### config.mk
export PLATFORM = sky130hd
export DESIGN_NAME = subterranean_lwc_dout_segmenter_flat
export DESIGN_NICKNAME = d
export VERILOG_FILES = /design/src/rtl/subterranean_lwc_dout_segmenter_pkg.sv /design/src/rtl/subterranean_lwc_dout_segmenter_if.sv /design/src/rtl/subterranean_lwc_dout_segmenter.sv /design/src/flat_wrapper.sv
export SDC_FILE = /design/constraint.sdc
export NUM_CORES = 1
export LEC_CHECK = 0
export CAP_MARGIN = 20
export CELL_PAD_IN_SITES_DETAIL_PLACEMENT = 0
export CELL_PAD_IN_SITES_GLOBAL_PLACEMENT = 1
export CORE_UTILIZATION = 39
export CTS_CLUSTER_DIAMETER = 150
export DETAILED_ROUTE_END_ITERATION = 7
export PLACE_DENSITY = 0.91
export SYNTH_ARGS = -nofsm -noshare
export SYNTH_HDL_FRONTEND = slang
export SYNTH_SLANG_ARGS = --single-unit
### constraint.sdc
create_clock -name clk -period 4.6 [get_ports clk]
set_input_delay 0.92 -clock clk [delete_from_list [all_inputs] [get_ports clk]]
set_output_delay 0.92 -clock clk [all_outputs]
set_load 0.02 [all_outputs]
### src/rtl/subterranean_lwc_dout_segmenter_pkg.sv
// Shared encodings for the LWC output segmenter: FSM states, status nibbles and
// header field positions, plus helpers that compose header/status words.
package subterranean_lwc_dout_segmenter_pkg;

  typedef enum logic [1:0] {
    ST_IDLE   = 2'd0,
    ST_HEADER = 2'd1,
    ST_DATA   = 2'd2,
    ST_STATUS = 2'd3
  } state_t;

  localparam logic [3:0] STATUS_SUCCESS = 4'hE;
  localparam logic [3:0] STATUS_FAILURE = 4'hF;

  localparam int HDR_TYPE_LSB = 28;
  localparam int HDR_PARTIAL  = 27;
  localparam int HDR_EOI      = 26;
  localparam int HDR_EOT      = 25;
  localparam int HDR_LAST     = 24;
  localparam int HDR_LEN_LSB  = 0;

  function automatic logic [31:0] header_word(input logic [3:0]  seg_type,
                                              input logic        eot,
                                              input logic        last,
                                              input logic [15:0] len);
    logic [31:0] w;
    w                     = '0;
    w[HDR_TYPE_LSB +: 4]  = seg_type;
    w[HDR_PARTIAL]        = 1'b0;
    w[HDR_EOI]            = 1'b0;
    w[HDR_EOT]            = eot;
    w[HDR_LAST]           = last;
    w[HDR_LEN_LSB +: 16]  = len;
    return w;
  endfunction

  function automatic logic [31:0] status_word(input logic fail);
    return {(fail ? STATUS_FAILURE : STATUS_SUCCESS), 28'h0};
  endfunction

endpackage

### src/rtl/subterranean_lwc_dout_segmenter_if.sv
// Command, core-data and output-stream handshakes of the LWC output segmenter.
// master = the segmenter itself, slave = the core/buffer side driving it.
interface subterranean_lwc_dout_segmenter_if #(
  parameter int W = 32
);
  logic          cmd_status;
  logic          cmd_fail;
  logic [3:0]    cmd_type;
  logic          cmd_eot;
  logic          cmd_last;
  logic [15:0]   cmd_len;
  logic          cmd_valid;
  logic          cmd_ready;
  logic [W-1:0]  din;
  logic          din_valid;
  logic          din_ready;
  logic [W-1:0]  dout;
  logic          dout_last;
  logic          dout_valid;
  logic          dout_ready;

  modport master (
    input  cmd_status, cmd_fail, cmd_type, cmd_eot, cmd_last, cmd_len, cmd_valid,
    input  din, din_valid, dout_ready,
    output cmd_ready, din_ready, dout, dout_last, dout_valid
  );

  modport slave (
    output cmd_status, cmd_fail, cmd_type, cmd_eot, cmd_last, cmd_len, cmd_valid,
    output din, din_valid, dout_ready,
    input  cmd_ready, din_ready, dout, dout_last, dout_valid
  );
endinterface

### src/rtl/subterranean_lwc_dout_segmenter.sv
// Assembles the LWC output stream: header word, zero-padded data words passed
// straight through from the core, or a single status word flagged with dout_last.
module subterranean_lwc_dout_segmenter
  import subterranean_lwc_dout_segmenter_pkg::*;
#(
  parameter int G_WIDTH = 32
) (
  input  logic clk,
  input  logic rst,
  subterranean_lwc_dout_segmenter_if.master bus
);

  state_t              state_q;
  logic [15:0]         rem_len_q;
  logic [15:0]         rem_len_d;
  logic [15:0]         len_q;
  logic [G_WIDTH-1:0]  word_q;
  logic [G_WIDTH-1:0]  keep_mask;
  logic                cmd_hs;
  logic                out_hs;

  assign cmd_hs    = bus.cmd_valid & bus.cmd_ready;
  assign out_hs    = bus.dout_valid & bus.dout_ready;
  assign rem_len_d = rem_len_q - 16'd4;

  // Tail word of a segment: bytes at or beyond the remaining length read as zero.
  always_comb begin
    keep_mask = '1;
    if (rem_len_q < 16'd4) begin
      unique case (rem_len_q[1:0])
        2'd1:    keep_mask = 32'hFF00_0000;
        2'd2:    keep_mask = 32'hFFFF_0000;
        2'd3:    keep_mask = 32'hFFFF_FF00;
        default: keep_mask = '1;
      endcase
    end
  end

  // Outputs are forced quiet while rst is held, including the IDLE cmd_ready.
  always_comb begin
    bus.cmd_ready  = 1'b0;
    bus.din_ready  = 1'b0;
    bus.dout_valid = 1'b0;
    bus.dout_last  = 1'b0;
    bus.dout       = '0;
    if (!rst) begin
      unique case (state_q)
        ST_IDLE:   bus.cmd_ready = 1'b1;
        ST_HEADER: begin
          bus.dout       = word_q;
          bus.dout_valid = 1'b1;
        end
        ST_DATA:   begin
          bus.dout       = bus.din & keep_mask;
          bus.dout_valid = bus.din_valid;
          bus.din_ready  = bus.dout_ready;
        end
        ST_STATUS: begin
          bus.dout       = word_q;
          bus.dout_valid = 1'b1;
          bus.dout_last  = 1'b1;
        end
        default: ;
      endcase
    end
  end

  always_ff @(posedge clk or posedge rst) begin
    if (rst) begin
      state_q   <= ST_IDLE;
      rem_len_q <= '0;
      len_q     <= '0;
      word_q    <= '0;
    end else begin
      unique case (state_q)
        ST_IDLE: if (cmd_hs) begin
          len_q   <= bus.cmd_len;
          word_q  <= bus.cmd_status ? status_word(bus.cmd_fail)
                                    : header_word(bus.cmd_type, bus.cmd_eot,
                                                  bus.cmd_last, bus.cmd_len);
          state_q <= bus.cmd_status ? ST_STATUS : ST_HEADER;
        end
        ST_HEADER: if (out_hs) begin
          if (len_q == 16'd0) begin
            state_q <= ST_IDLE;
          end else begin
            rem_len_q <= len_q;
            state_q   <= ST_DATA;
          end
        end
        ST_DATA: if (out_hs) begin
          if (rem_len_q <= 16'd4) state_q <= ST_IDLE;
          else                    rem_len_q <= rem_len_d;
        end
        ST_STATUS: if (out_hs) state_q <= ST_IDLE;
        default: state_q <= ST_IDLE;
      endcase
    end
  end

endmodule
### src/flat_wrapper.sv
// flat-port wrapper written by rule: the top's interface ports become plain ports
module subterranean_lwc_dout_segmenter_flat import subterranean_lwc_dout_segmenter_pkg::*;
#(
  parameter int G_WIDTH = 32
)
  (clk, rst, bus_cmd_status, bus_cmd_fail, bus_cmd_type, bus_cmd_eot, bus_cmd_last, bus_cmd_len, bus_cmd_valid, bus_din, bus_din_valid, bus_dout_ready, bus_cmd_ready, bus_din_ready, bus_dout, bus_dout_last, bus_dout_valid);
  subterranean_lwc_dout_segmenter_if bus_i ();
  input  logic clk;
  input  logic rst;
  input wire logic [$bits(bus_i.cmd_status)-1:0] bus_cmd_status;
  input wire logic [$bits(bus_i.cmd_fail)-1:0] bus_cmd_fail;
  input wire logic [$bits(bus_i.cmd_type)-1:0] bus_cmd_type;
  input wire logic [$bits(bus_i.cmd_eot)-1:0] bus_cmd_eot;
  input wire logic [$bits(bus_i.cmd_last)-1:0] bus_cmd_last;
  input wire logic [$bits(bus_i.cmd_len)-1:0] bus_cmd_len;
  input wire logic [$bits(bus_i.cmd_valid)-1:0] bus_cmd_valid;
  input wire logic [$bits(bus_i.din)-1:0] bus_din;
  input wire logic [$bits(bus_i.din_valid)-1:0] bus_din_valid;
  input wire logic [$bits(bus_i.dout_ready)-1:0] bus_dout_ready;
  output wire logic [$bits(bus_i.cmd_ready)-1:0] bus_cmd_ready;
  output wire logic [$bits(bus_i.din_ready)-1:0] bus_din_ready;
  output wire logic [$bits(bus_i.dout)-1:0] bus_dout;
  output wire logic [$bits(bus_i.dout_last)-1:0] bus_dout_last;
  output wire logic [$bits(bus_i.dout_valid)-1:0] bus_dout_valid;
  assign bus_i.cmd_status = bus_cmd_status;
  assign bus_i.cmd_fail = bus_cmd_fail;
  assign bus_i.cmd_type = bus_cmd_type;
  assign bus_i.cmd_eot = bus_cmd_eot;
  assign bus_i.cmd_last = bus_cmd_last;
  assign bus_i.cmd_len = bus_cmd_len;
  assign bus_i.cmd_valid = bus_cmd_valid;
  assign bus_i.din = bus_din;
  assign bus_i.din_valid = bus_din_valid;
  assign bus_i.dout_ready = bus_dout_ready;
  assign bus_cmd_ready = bus_i.cmd_ready;
  assign bus_din_ready = bus_i.din_ready;
  assign bus_dout = bus_i.dout;
  assign bus_dout_last = bus_i.dout_last;
  assign bus_dout_valid = bus_i.dout_valid;
  subterranean_lwc_dout_segmenter #(.G_WIDTH(G_WIDTH)) u_core (.clk(clk), .rst(rst), .bus(bus_i));
endmodule
==> out/qor.txt, run 1 <==
Outcome = finished, final reports clean
Clock Skew = 0.00604 ns
Share of layout cells above drive strength 1 = 0.107
Antenna violations before repair = 0
Worst vdd ir = 127 uV
Met3 WL = 711 um
Worst-path clk slew = 0.10 ns
Setup TNS Final = 0 ns
Met1 WL = 3800 um
CP max-delay cell = clkdlybuf4s50_1
Leakage = 1.95 nW
Sequential-to-total area share from yosys stat = 0.420
Crit end category = primary output
Netlist Area Pre-Place = 3330 um2
Die width = 94.5 um
Clk pwr share = 0.233
Prevailing post-synth register cell = dfrtp_1
Internal = 0.801 mW
DR DRC count = 0
Register area = 1400 um2
Crit path max fanout = 8
Synth unique cells = 60
Max-cap violation count = 0
DRT Wirelength = 9100 um
Nets = 510
Die height = 94.5 um
RSZ-0062 raised after global routing = no
Crit-path cells = inv_1 > ha_1 > nor4b_2 > and2_1 > and2b_1 > a21oi_2 > a22o_1 > clkdlybuf4s50_1
Critical Setup Path Class = reg2out
Worst EP arrival = 3.12 ns
Largest net degree at the start of global routing = 57
Required time worst endpoint = 3.68 ns
Hold buffers post-CTS = 0
Number of synthesized flops with an enable pin = 0
Wire length per cell = 16.7 um
Syn_nets = 420
IO Count = 97
Uppermost layer routed = met4
CTS tree = built
Die Area = 8920 um2
NetSw = 0.369 mW
Pwr dens = 261 nW/um2
Post CTS Setup Buffer Count = 0
Vias = 3035
Sw Share = 0.315
Max stage delay on crit path = 0.60 ns
Asr flop ratio synth = 1.00
ANT nets after route = 0
Grt ovf = 0
Hold Crit Class = reg2reg
Pins Over Slew Limit = 0
Worst relative slew slack = 0.437
Avg Cell Area, Syn = 9.52 um2
Tmin final = 4.04 ns
Cell Area, Placed = 4390 um2
CTS resizes = 0
Period utilization = 0.879
First-pass GRT wire length = 14800 um
CTS Buf Count = 5
Final Instance Area = 4480 um2
First DRT Iteration DRCs = 180
Part of the power in combinational logic = 0.261
Hold_ws = 0.494 ns
Post-synthesis register bit count = 56
DP HPWL = 6730 um
Starting Density = 0.404
Maximum clock rate = 0.247 GHz
CTS H-tree lvls = 2
Pre-antenna DRT Iters = 4
Yosys warns = 0
Root buf cell = clkbuf_8
Worst slew pin tran = 0.842 ns
GP Congestion = 0.856
I/O Buffers = 96
Number of fillers in the final layout = 758
Antenna cells = 0
CTS Buffer Depth = 2
Met2 Routed Length = 4520 um
Core area = 8260 um2
Clk_lat worst skew = 0.31 ns
Final Hold Vio Count = 0
Row cnt = 33
Setup crit start kind = flop
Multi-input gate area = 1820 um2
DR vias/cell = 5.56
Vias in the first global route = 3028
P&R area growth vs syn = 34.5%
Clock Sinks = 56
Final setup violation count = 0
GRT Overall Usage = 0.213
Post-Synthesis Cells = 350
Seq pwr share = 0.506
==> logic make-up (layout without fill, tap and decap cells) <==
logic type	count (synthesis)	after routing	synth area share
DFF	56	56	0.420
buffers and inverters	31	122	0.0353
AOI/OAI and AO/OA	100	100	0.220
muxes	24	24	0.0792
adders and majority gates	9	9	0.0338
and+or+nand+nor	130	130	0.211
==> cell usage after synthesis (3+ instances only) <==
master     count  area share
o2111ai_1      3      0.0079
a21oi_2        4       0.011
a22oi_1        7       0.016
mux2_2        18       0.061
o2bb2ai_1      4       0.011
mux2i_1        5       0.015
and2_1         9       0.017
a221o_1        3      0.0090
nand2b_1      18       0.034
nor2_1        20       0.023
nor3_1         3      0.0045
ha_1           9       0.034
a221oi_1       3      0.0079
dfrtp_1       56        0.42
a22o_1        16       0.042
or3_1          3      0.0056
clkbuf_1      15       0.017
o22ai_1        4      0.0075
nand2_1       41       0.046
o21ai_0       27       0.041
nor2b_1        3      0.0056
a211oi_1       3      0.0068
and3_1         7       0.013
nor4_1         7       0.013
inv_1         14       0.016
a21oi_1        6      0.0090
==> critical path, delay by kind of cell (launching register included) <==
kind,cells,cell delay [ns]
adders and majority gates,1,0.28
and+or+nand+nor,3,0.65
buffers and inverters,2,0.70
AOI/OAI and AO/OA,2,0.68
DFF,1,0.50
==> layer usage <==
layer | vias to the layer above | track usage
met1 | 1449 | 0.257
met5 | - | 0
li1 | 1469 | -
met3 | 6 | 0.0483
met2 | 111 | 0.383
met4 | 0 | 0.0492
==> power by group through the flow <==
stage	Clock [mW]	Sequential, mW	Combinational, mW
3_5_place_dp	0	0.600	0.307
3_3_place_gp	0	0.600	0.300
6_report	0.273	0.592	0.306
4_1_cts	0.283	0.590	0.308
2_1_floorplan	0	0.583	0.182
5_1_grt	0.306	0.599	0.339
==> worst paths after layout <==
| check | start | endpoint | slack, ns | cells past startpoint |
|---|---|---|---|---|
| max | u_core.rem_len_q[2] | bus_dout[10] | 0.56 | 8 |
| min | u_core.word_q[31] | u_core.word_q[31] | 0.49 | 2 |
| max reg2reg | u_core.state_q[0] | u_core.len_q[8] | 2.12 | 6 |
| min reg2reg | u_core.word_q[31] | u_core.word_q[31] | 0.49 | 2 |
| max in group asynchronous | rst | u_core.rem_len_q[3] | 2.83 | 3 |
| min in group asynchronous | rst | u_core.state_q[0] | 1.30 | 3 |
==> area by class of cell <==
type,instances,share of cell area
Timing Repair Buffer,100,0.221
Sequential cell,56,0.313
Clock inverter,2,0.00363
Inverter,14,0.0117
Clock buffer,6,0.0162
Tap cell,105,0.0293
Multi-Input combinational cell,263,0.405
==> registers in the layout (all words and copies together) (netlist names) <==
name,flops
u_core.len_q,16
u_core.rem_len_q,16
u_core.state_q,2
u_core.word_q,22
==> cell usage in the layout (no fill, tap or decap), drive strengths merged, types with 2 or more instances in the layout <==
| cell | count |
|---|---|
| nand2b | 18 |
| a221o | 3 |
| inv | 14 |
| and2 | 9 |
| o21ai | 30 |
| buf | 4 |
| o31ai | 3 |
| or2 | 2 |
| dfrtp | 56 |
| a2bb2oi | 2 |
| a211oi | 3 |
| or4 | 2 |
| or3 | 3 |
| nand3b | 2 |
| nand2 | 41 |
| clkbuf | 6 |
| mux2i | 5 |
| and3 | 7 |
| nor2b | 3 |
| mux2 | 19 |
| a31oi | 2 |
| nor3 | 3 |
| nor4 | 8 |
| o2bb2ai | 4 |
| o22ai | 4 |
| a21oi | 10 |
| nand4 | 2 |
| o2111ai | 3 |
| ha | 9 |
| nor2 | 21 |
| a221oi | 3 |
| a22o | 16 |
| a22oi | 7 |
| and4 | 2 |
| clkdlybuf4s50 | 96 |
==> per-stage QoR <==
step / power [mW] / std cells / setup WS [ns] / utilization
after floorplan: 0.766 / 350 / 1.12 / -
after global placement: 0.900 / 538 / 0.613 / 0.532
after detailed placement: 0.906 / 538 / 0.580 / 0.532
after CTS: 1.18 / 546 / 0.556 / 0.543
after global routing: 1.24 / 546 / 0.376 / 0.543
final: 1.17 / 546 / 0.556 / 0.543
(Power assumes the default switching activity.)
==> run 2, diff against run 1 <==
--- a/config.mk
+++ b/config.mk
@@ -12,6 +12,7 @@
 export CTS_CLUSTER_DIAMETER = 150
 export DETAILED_ROUTE_END_ITERATION = 7
 export PLACE_DENSITY = 0.91
+export SLEW_MARGIN = 20
 export SYNTH_ARGS = -nofsm -noshare
 export SYNTH_HDL_FRONTEND = slang
 export SYNTH_SLANG_ARGS = --single-unit
==> results of run 2 <==
No change in the layout: final DEF, timing and power equal those of run 1.
